==> src/rtl/riscv_retire_tracer.sv <==
// riscv_retire_tracer: captures one record per retired instruction at WB,
// buffers records in a small FIFO and serialises each as an 8-word packet
// on a valid/ready stream. Tracks dropped records and reports completion
// once the CPU has halted and every buffered record has drained.
module riscv_retire_tracer #(
  parameter int unsigned FIFO_DEPTH = 4,
  parameter int unsigned SEQ_W      = 16,
  parameter int unsigned DROP_W     = 16
) (
  input  logic              clk,
  input  logic              rst,
  input  logic              wb_valid,
  input  logic [31:0]       wb_instr,
  input  logic [31:0]       wb_pc,
  input  logic [31:0]       wb_next_pc,
  input  logic [31:0]       wb_rs1_data,
  input  logic [31:0]       wb_rs2_data,
  input  logic [31:0]       wb_rd_data,
  input  logic [31:0]       wb_mem_data,
  input  logic              halt_in,
  output logic              tr_valid,
  input  logic              tr_ready,
  output logic [31:0]       tr_data,
  output logic              tr_last,
  output logic              overflow,
  output logic [DROP_W-1:0] drop_count,
  output logic              done
);

  localparam int unsigned PTR_W = (FIFO_DEPTH > 1) ? $clog2(FIFO_DEPTH) : 1;
  localparam int unsigned CNT_W = PTR_W + 1;

  typedef enum logic [1:0] {
    ST_IDLE,
    ST_SEND,
    ST_DRAIN,
    ST_DONE
  } state_e;

  // w[0]=instr, w[1]=pc, w[2]=next_pc, w[3]=rs1, w[4]=rs2, w[5]=rd, w[6]=mem
  typedef struct packed {
    logic [SEQ_W-1:0]  seq;
    logic              ovf;
    logic [6:0][31:0]  w;
  } rec_t;

  rec_t             mem_q [FIFO_DEPTH];
  logic [PTR_W-1:0] wr_ptr_q, wr_ptr_d;
  logic [PTR_W-1:0] rd_ptr_q, rd_ptr_d;
  logic [CNT_W-1:0] count_q, count_d;
  logic [2:0]       idx_q, idx_d;
  logic [SEQ_W-1:0] seq_q, seq_d;
  logic [DROP_W-1:0] drop_q, drop_d;
  logic             ovf_q, ovf_d;
  state_e           state_q, state_d;

  logic  fifo_empty;
  logic  fifo_full;
  logic  capture_en;
  logic  stream_valid;
  logic  handshake;
  logic  pop;
  logic  push;
  logic  drop;
  rec_t  head;
  rec_t  new_rec;
  logic [15:0] seq16;

  // Header carries exactly 16 sequence bits: zero-extend or truncate.
  if (SEQ_W >= 16) begin : g_seq_trunc
    assign seq16 = head.seq[15:0];
  end else begin : g_seq_ext
    assign seq16 = {{(16 - SEQ_W){1'b0}}, head.seq};
  end

  // FIFO status, handshake and capture decisions.
  always_comb begin
    fifo_empty   = (count_q == '0);
    fifo_full    = (count_q == CNT_W'(FIFO_DEPTH));
    stream_valid = !fifo_empty && ((state_q == ST_SEND) || (state_q == ST_DRAIN));
    handshake    = stream_valid && tr_ready;
    pop          = handshake && (idx_q == 3'd7);
    capture_en   = (state_q == ST_IDLE) || (state_q == ST_SEND);
    // A full FIFO still accepts when its head retires its last word this edge.
    push         = wb_valid && capture_en && (!fifo_full || pop);
    drop         = wb_valid && capture_en && !push;
    head         = mem_q[rd_ptr_q];

    new_rec      = '0;
    new_rec.seq  = seq_q;
    new_rec.ovf  = ovf_q;
    new_rec.w[0] = wb_instr;
    new_rec.w[1] = wb_pc;
    new_rec.w[2] = wb_next_pc;
    new_rec.w[3] = wb_rs1_data;
    new_rec.w[4] = wb_rs2_data;
    new_rec.w[5] = wb_rd_data;
    new_rec.w[6] = wb_mem_data;
  end

  // Stream outputs: word selected from the head record by the word index.
  always_comb begin
    tr_valid   = stream_valid;
    tr_last    = stream_valid && (idx_q == 3'd7);
    tr_data    = '0;
    if (stream_valid) begin
      if (idx_q == 3'd0) begin
        tr_data = {8'hA5, head.ovf, 7'b0, seq16};
      end else begin
        tr_data = head.w[idx_q - 3'd1];
      end
    end
    overflow   = ovf_q;
    drop_count = drop_q;
    done       = (state_q == ST_DONE);
  end

  // Next-state for pointers, counters, sticky flags and the control FSM.
  always_comb begin
    wr_ptr_d = push ? wr_ptr_q + PTR_W'(1) : wr_ptr_q;
    rd_ptr_d = pop  ? rd_ptr_q + PTR_W'(1) : rd_ptr_q;
    count_d  = count_q;
    if (push && !pop) begin
      count_d = count_q + CNT_W'(1);
    end else if (pop && !push) begin
      count_d = count_q - CNT_W'(1);
    end
    idx_d  = handshake ? idx_q + 3'd1 : idx_q;
    seq_d  = (wb_valid && capture_en) ? seq_q + SEQ_W'(1) : seq_q;
    drop_d = drop_q;
    ovf_d  = ovf_q;
    if (drop) begin
      ovf_d = 1'b1;
      if (drop_q != '1) begin
        drop_d = drop_q + DROP_W'(1);
      end
    end

    state_d = state_q;
    unique case (state_q)
      ST_IDLE: begin
        if (halt_in) begin
          state_d = ST_DRAIN;
        end else if (push) begin
          state_d = ST_SEND;
        end
      end
      ST_SEND: begin
        if (halt_in) begin
          state_d = ST_DRAIN;
        end else if (count_d == '0) begin
          state_d = ST_IDLE;
        end
      end
      ST_DRAIN: begin
        if (count_d == '0) begin
          state_d = ST_DONE;
        end
      end
      ST_DONE: state_d = ST_DONE;
      default: state_d = ST_IDLE;
    endcase
  end

  // Control and status registers with synchronous reset.
  always_ff @(posedge clk) begin
    if (rst) begin
      wr_ptr_q <= '0;
      rd_ptr_q <= '0;
      count_q  <= '0;
      idx_q    <= '0;
      seq_q    <= '0;
      drop_q   <= '0;
      ovf_q    <= 1'b0;
      state_q  <= ST_IDLE;
    end else begin
      wr_ptr_q <= wr_ptr_d;
      rd_ptr_q <= rd_ptr_d;
      count_q  <= count_d;
      idx_q    <= idx_d;
      seq_q    <= seq_d;
      drop_q   <= drop_d;
      ovf_q    <= ovf_d;
      state_q  <= state_d;
    end
  end

  // Record storage; contents are only observed through count_q, so no reset.
  always_ff @(posedge clk) begin
    if (push) begin
      mem_q[wr_ptr_q] <= new_rec;
    end
  end

endmodule

==> config.mk <==
export PLATFORM = sky130hd
export DESIGN_NAME = riscv_retire_tracer
export DESIGN_NICKNAME = d
export VERILOG_FILES = /design/src/rtl/riscv_retire_tracer.sv
export SDC_FILE = /design/constraint.sdc
export NUM_CORES = 1
export LEC_CHECK = 0
export ABC_AREA = 1
export CORE_AREA = 2 2 302 229
export CTS_CLUSTER_DIAMETER = 80
export DETAILED_ROUTE_END_ITERATION = 12
export DIE_AREA = 0 0 304 231
export MAX_ROUTING_LAYER = met4
export PLACE_DENSITY = 0.91
export REMOVE_ABC_BUFFERS = 1
export SYNTH_ARGS = -nofsm -noshare
export SYNTH_HDL_FRONTEND = slang
export SYNTH_SLANG_ARGS = --single-unit
==> constraint.sdc <==
create_clock -name clk -period 24 [get_ports clk]
set_clock_uncertainty 0.2 [all_clocks]
set_input_delay 6 -clock clk [delete_from_list [all_inputs] [get_ports clk]]
set_output_delay 6 -clock clk [all_outputs]
set_load 0.01 [all_outputs]
; ---- Word-level counts from Yosys, hierarchy flattened
; Memories as Yosys holds them, arrays and structs flattened. A register that Yosys moved wholly into a read port is not among the register bits.
; Index checks and enable logic that the tools add are counted.
[totals]
ff_bits = 45
mem_bits_rw = 964
inputBits = 229
output_inout_bits = 52
word_cells = 65
n_memories = 1
[op_classes]
n_addsub = 8
magnitude_cmp = 1
eq_ne = 9
muxes = 16
n_reduce_logical = 22
[mem_list]
columns = name, words, width, rd, rd_clocked_by_memory_dff, write_ports, line_no
row1 = mem_q, 4, 241, 1, 1, 1, 47  ; rec_t mem_q [FIFO_DEPTH];
[op_table]
columns = op, n
row1 = $bmux 32 s3, 1
row2 = $mux 32, 3
row3 = $add 16x1->16 const B, 2
row4 = $ne 16x16->1 const B, 1
row5 = $mux 2, 7
row6 = $logic_and 1x1->1, 9
row7 = $logic_not 3->1, 3
row8 = $pmux 2 s4, 1
row9 = $add 3x1->3 const B, 2
row10 = $eq 3x3->1 const B, 2
row11 = $mux 3, 2
row12 = $sub 3x1->3 const B, 2
row13 = $add 2x1->2 const B, 2
row14 = $eq 2x2->1 const B, 2
row15 = $logic_not 1->1, 4
row16 = $lt 3x4->1 const B, 1
row17 = $logic_or 1x1->1, 3
row18 = $ne 3x2->1 const B, 1
row19 = $ne 3x3->1 const B, 1
row20 = $reduce_and 3->1, 1
row21 = $eq 2x1->1 const B, 1
row22 = $logic_not 2->1, 1
row23 = $mux 1, 2
row24 = $ne 2x1->1 const B, 1
row25 = $reduce_and 2->1, 1

; ---- Logic depth before layout (Yosys ltp)
; Gate-level depths: netlist (run 1).
[logic_depth]
depth_word = 15
mapped_depth = 15
depth_no_buf = 15

; ---- Worst setup path before layout (run 1)
; No wires, ideal clock.
[synth_timing]
path_type = input to register
startpoint = input port tr_ready
endpoint = memory mem_q[0][0] in the netlist's numbering (enable)
setup_ns = 0.847
t_arrival_ns = 16.480
required_ns = 22.953
slack_ns = 6.473
cell_stages = 6
path_buffers = 0
cell_sequence = nand4_2 -> nand3_1 -> inv_1 -> nor2_1 -> inv_1 -> nor2_1
[synth_between]
elab_chain_cells = 6
[synth_lines]
columns = item, line_no
row1 = start: declaration, 22  ; input logic tr_ready,
row2 = $logic_and 1x1->1, 81  ; handshake = stream_valid && tr_ready;
row3 = $logic_and 1x1->1, 82  ; pop = handshake && (idx_q == 3'd7);
row4 = $logic_or 1x1->1, 85  ; push = wb_valid && capture_en && (!fifo_full || pop);
row5 = $logic_and 1x1->1, 85
row6 = $mux 1, 190  ; if (push) begin
row7 = $mux 1 (not written as such), 191  ; mem_q[wr_ptr_q] <= new_rec;
row8 = end: declaration, 47
; No other way between the ends.

==> results of run 1 <==
[where the power goes]
part | leakage, nW | total (W) | switching (W) | internal, W
Clock | 1.45 | 0.00145 | 0.000625 | 0.000823
Sequential | 9.19 | 0.00228 | 0.0000591 | 0.00222
Combinational | 4.48 | 0.000787 | 0.000569 | 0.000218
[synthesized netlist by cell type, drive strengths merged, types with 5 or more instances]
cell type,number
edfxtp,964
nor2,568
o21ai,539
nand2,177
o22ai,152
clkbuf,112
nand3,97
buf,95
a21oi,77
inv,68
o221ai,58
o211ai,57
dfxtp,47
ha,17
nor3,16
nand4,11
a31oi,6
xnor2,5
[worst max-delay path, stage by stage (launching register included)]
cell	delay (ns)
dfxtp_4	0.96
buf_4	0.77
buf_4	0.68
o21ai_0	0.28
o22ai_1	0.23
nand2_1	0.07
nand3_1	0.14
a21oi_1	0.08
nor3b_2	0.24
clkdlybuf4s50_1	0.57
[layer usage]
metal  share of wire  track usage
met2            0.48        0.430
met4           0.032        0.104
met3            0.11       0.0614
met5               0            -
met1            0.38        0.366
[through the flow]
step	setup WS [ns]	hold slack (ns)
5_1_grt	12.68	0.327
2_1_floorplan	0.503	0.260
4_1_cts	12.99	0.303
6_report	13.04	0.300
3_3_place_gp	13.82	0.276
3_5_place_dp	13.76	0.286
[layout make-up]
| cell class | instances | share of cell area |
|---|---|---|
| Clock inverter | 55 | 0.0119 |
| Inverter | 69 | 0.00592 |
| Tap cell | 892 | 0.0241 |
| Sequential cell | 1011 | 0.646 |
| Multi-Input combinational cell | 1792 | 0.193 |
| Antenna cell | 20 | 0.00108 |
| Timing Repair Buffer | 311 | 0.0666 |
| Clock buffer | 113 | 0.0521 |
[worst paths after layout]
path / endpoint / slack, ns / from / depth (start not counted)
min: drop_count[12] / 0.30 / drop_count[12] / 1
max reg2reg: mem_q[3][216] / 19.27 / idx_q[0] / 10
min reg2reg: drop_count[12] / 0.30 / drop_count[12] / 1
max: tr_data[18] / 13.04 / flip-flop / 9
[sequential cells by signal (all words and copies together) (netlist names), named ones only]
register and count:
idx_q 3, mem_q 964, seq_q 16, state_q 2, drop_count 16, rd_ptr_q 2, overflow 1, wr_ptr_q 2
count_q 3
[cells by family after synthesis]
kind of cell | synth area share
xor gates and xnor gates | 0.00175
DFF | 0.746
adders and majority gates | 0.00531
buffers and inverters | 0.0334
AOI/OAI and AO/OA | 0.126
and+or+nand+nor | 0.0879
==> flow_metrics.env, run 1 <==
export IMPL_final_nets=3521
export IMPL_layout_min_cycle_time_ns=10.96
export IMPL_leakage_nw=15.1
export IMPL_yosysTopAreaCell="edfxtp_1"
export IMPL_cap_violations=0
export IMPL_grt_use_total=0.278
export IMPL_slew_violations=0
export IMPL_core_area_sq_mm=0.0676
export IMPL_detail_route_drc_violations=0
export IMPL_grt_pass1_wl_microns=145000
export IMPL_overflow=0
export IMPL_cts_buffers=90
export IMPL_clock_path_buffers=3
export IMPL_rsz0062_at_grt="false"
export IMPL_fin_cells=4263
export IMPL_clkSlewWorstSetupHoldPaths_ns=0.06
export IMPL_clock_sinks=1011
export IMPL_final_cell_area_sq_mm=0.0463
export IMPL_port_buffers=280
export IMPL_mostFrequentLayoutCells="964 x edfxtp_1, 558 x nor2_1, 524 x o21ai_0"
export IMPL_area_delta_synth_final_pct=15.6
export IMPL_async_reset_ff_frac=0
export IMPL_cts_resized=0
export IMPL_clock_latency_ns=0.65
export IMPL_hpwl_microns=50300
export IMPL_ys_flop_type="edfxtp_1"
export IMPL_start_kind="flip-flop"
export IMPL_rows=83
export IMPL_syn_inst=3079
export IMPL_ant_nets=0
export IMPL_avgSynthCellArea_sq_um=13.0
export IMPL_cp_required_ns=17.80
export IMPL_final_common_cell="edfxtp_1"
export IMPL_dr_pass1_iters=6
export IMPL_ys_warn_count=0
export IMPL_ios=281
export IMPL_tightest_slew_ns=1.25
export IMPL_synth_area_leaders="edfxtp_1 72%, o21ai_0 6.5%, nor2_1 5.3%, o22ai_1 2.4%, dfxtp_1 2.3%"
export IMPL_power_density_mw_per_mm2=97.6
export IMPL_status="finished clean"
export IMPL_die_h_microns=231
export IMPL_dp_cells=4075
export IMPL_fmax_ghz=0.0912
export IMPL_antenna_found_initial=13
export IMPL_wl_per_cell_microns=22.6
export IMPL_path_max_fanout=84
export IMPL_worstPathArrival_ns=4.76
export IMPL_grt_max_degree=241
export IMPL_synth_edf_count=964
export IMPL_placedInstanceArea_sq_mm=0.0433
export IMPL_synth_cell_types=38
export IMPL_hold_path_class="reg2reg"
export IMPL_hold_buffers=0
export IMPL_seq_area_sq_mm=0.0299
export IMPL_clock_root_buffer="clkbuf_16"
export IMPL_first_global_vias=25700
export IMPL_die_width_microns=304
export IMPL_gp_congestion=0.838
export IMPL_drtIter0Drc=3393
export IMPL_initial_utilization=0.593
export IMPL_final_hold_violation_count=0
export IMPL_crit_type="reg2out"
export IMPL_syn_area_sq_mm=0.0401
export IMPL_finalPower_w=0.00452
export IMPL_vias=26500
export IMPL_slew_headroom=0.167
export IMPL_synth_top_area_frac=0.722
export IMPL_fill_cells=4253
export IMPL_yosysSeqAreaShare=0.746
export IMPL_tritoncts="yes"
export IMPL_die_area_sq_mm=0.0702
export IMPL_setup_viol=0
export IMPL_via_per_inst=6.21
export IMPL_multi_input_area_sq_mm=0.00892
export IMPL_drive_above_1_share=0.0585
export IMPL_wirelength_microns=96500
export IMPL_finalCritPeriodShare=0.457
export IMPL_finish_utilization=0.685
export IMPL_cts_setup_buffers=0
export IMPL_end_kind="output port"
export IMPL_peakVddDrop_mv=0.0801
export IMPL_synth_seq_cells=1011
export IMPL_htree_levels=3
export IMPL_fin_setup_tns_ns=0
(Power assumes the default switching activity.)
==> run 2, diff against run 1 <==
CORE_AREA = 2 2 304 231   (was 2 2 302 229)
DIE_AREA = 0 0 306 233   (was 0 0 304 231)
PLACE_DENSITY = 0.9   (was 0.91)
clock period = 10.98 ns   (was 24 ns; I/O delays follow)
==> run 2 against run 1 <==
Against the previous run: register-to-register slack lost 13 ns; clock-buffer cell count increased by 2; largest power group unchanged; critical path depth unchanged; critical path type unchanged; critical endpoint is now tr_data[15].
==> flow_metrics.env, run 2 (synthesized netlist as in run 1, its figures left out) <==
export IMPL_cap_violations=0
export IMPL_via_per_inst=6.25
export IMPL_holdPathEnd="drop_count[0]"
export IMPL_hold_slack_ns=0.303
export IMPL_die_width_microns=306
export IMPL_grt_max_degree=198
export IMPL_tritoncts="yes"
export IMPL_cp_required_ns=8.04
export IMPL_crit_type="reg2out"
export IMPL_slew_headroom=0.176
export IMPL_antenna_found_initial=10
export IMPL_path_max_fanout=62
export IMPL_clkSlewWorstSetupHoldPaths_ns=0.07
export IMPL_grt_pass1_wl_microns=148000
export IMPL_hp_start="drop_count[0]"
export IMPL_vias=26600
export IMPL_gp_congestion=0.861
export IMPL_die_h_microns=233
export IMPL_drtIter0Drc=3592
export IMPL_start_kind="flip-flop"
export IMPL_final_nets=3520
export IMPL_reg2reg_slack_ns=5.78
export IMPL_status="finished clean"
export IMPL_rsz0062_at_grt="false"
export IMPL_reg2regPathDepth=10
export IMPL_hpwl_microns=52000
export IMPL_top_layer="met4"
export IMPL_first_global_vias=26000
export IMPL_clock_latency_ns=0.66
export IMPL_wirelength_microns=98700
export IMPL_met2_length_microns=47800
export IMPL_preCtsSetupSlack_ns=3.20
export IMPL_whs_path_depth=1
export IMPL_worstPathArrival_ns=5.68
export IMPL_hold_path_class="reg2reg"
export IMPL_power_density_mw_per_mm2=212
export IMPL_layout_min_cycle_time_ns=8.63
export IMPL_met1_length_microns=37400
export IMPL_fmax_ghz=0.116
export IMPL_rows=83
export IMPL_die_area_sq_mm=0.0713
export IMPL_clock_path_buffers=3
export IMPL_slew_violations=0
export IMPL_ios=281
export IMPL_cts_setup_buffers=0
export IMPL_end_kind="output port"
export IMPL_drive_above_1_share=0.0559
export IMPL_routed_wl_met3_microns=10800
export IMPL_final_hold_violation_count=0
export IMPL_cts_buffers=92
export IMPL_htree_levels=3
export IMPL_port_buffers=280
export IMPL_core_area_sq_mm=0.0680
export IMPL_tightest_slew_ns=1.24
export IMPL_hold_buffers=0
export IMPL_initial_utilization=0.589
export IMPL_cts_resized=0
export IMPL_clock_sinks=1011
export IMPL_rr_endpoint="mem_q[1][15]"
export IMPL_clock_root_buffer="clkbuf_16"
export IMPL_detail_route_drc_violations=0
export IMPL_regMostFlops="mem_q"
export IMPL_dr_pass1_iters=6
export IMPL_peakVddDrop_mv=0.175
export IMPL_wl_per_cell_microns=23.2
export IMPL_largest_reg_flops=964
export IMPL_setup_viol=0
export IMPL_finalWorstSetupSlack_ns=2.35
export IMPL_finalCritPeriodShare=0.786
export IMPL_ant_nets=0
export IMPL_final_common_cell="edfxtp_1"
export IMPL_grt_use_total=0.281
export IMPL_reg2reg_from="idx_q[0]"
export IMPL_mostFrequentLayoutCells="964 x edfxtp_1, 558 x nor2_1, 524 x o21ai_0"
export IMPL_overflow=0
export IMPL_leakage_nw=15.1
export IMPL_area_delta_synth_final_pct=15.4
## run 2: per-stage QoR
stage / util / instance area, sq um / cells / setup TNS, ns / total power, W
6_report: 0.680 / 46200 / 4258 / 0 / 0.00982
5_1_grt: 0.679 / 46200 / 4250 / 0 / 0.0102
4_1_cts: 0.679 / 46200 / 4240 / 0 / 0.00983
3_5_place_dp: 0.636 / 43300 / 4072 / 0 / 0.00674
3_3_place_gp: 0.636 / 43300 / 4072 / 0 / 0.00667
2_1_floorplan: - / 39000 / 2872 / -3467.43 / 0.00616
## run 2: routing by layer
| metal | global-route usage | vias up |
|---|---|---|
| met5 | - | - |
| met4 | 0.0899 | 0 |
| met3 | 0.0634 | 249 |
| met2 | 0.449 | 1664 |
| met1 | 0.361 | 12800 |
| li1 | - | 11900 |
## run 2: final cells by class
cell class              instances  area, sq um
diodes                         18         45.0
clock buffers                 115         2450
clock inverters                53          452
fillers                      4293        21800
inverters                      69          274
multi-input cells            1792         8920
flip-flops and latches       1011        29900
well taps                     892         1120
repair buffers                308         3080
## run 2: worst max-delay path, stage by stage (launching register included)
cell             delay, ns
dfxtp_4               1.10
inv_4                 0.48
ha_4                  0.58
nor2_4                0.93
buf_4                 0.63
nand2_1               0.13
nand3_1               0.10
nand2_1               0.07
a21oi_1               0.31
clkdlybuf4s50_1       0.61
## run 2: power by group
part	total, W	leakage [nW]	switching [W]	internal, W
logic	0.00169	4.47	0.00122	0.000472
clock network	0.00311	1.39	0.00138	0.00173
registers	0.00502	9.19	0.000156	0.00487
## run 2: worst max-delay path by stage
stage                       end  slack (ns)      start
global placement    tr_data[15]        3.27   idx_q[0]
global route        tr_data[15]        2.20   idx_q[0]
detailed placement  tr_data[15]        3.20   idx_q[0]
finish              tr_data[15]        2.35   idx_q[0]
CTS                 tr_data[15]        2.43   idx_q[0]
floorplan           tr_data[31]       -9.26  flip-flop
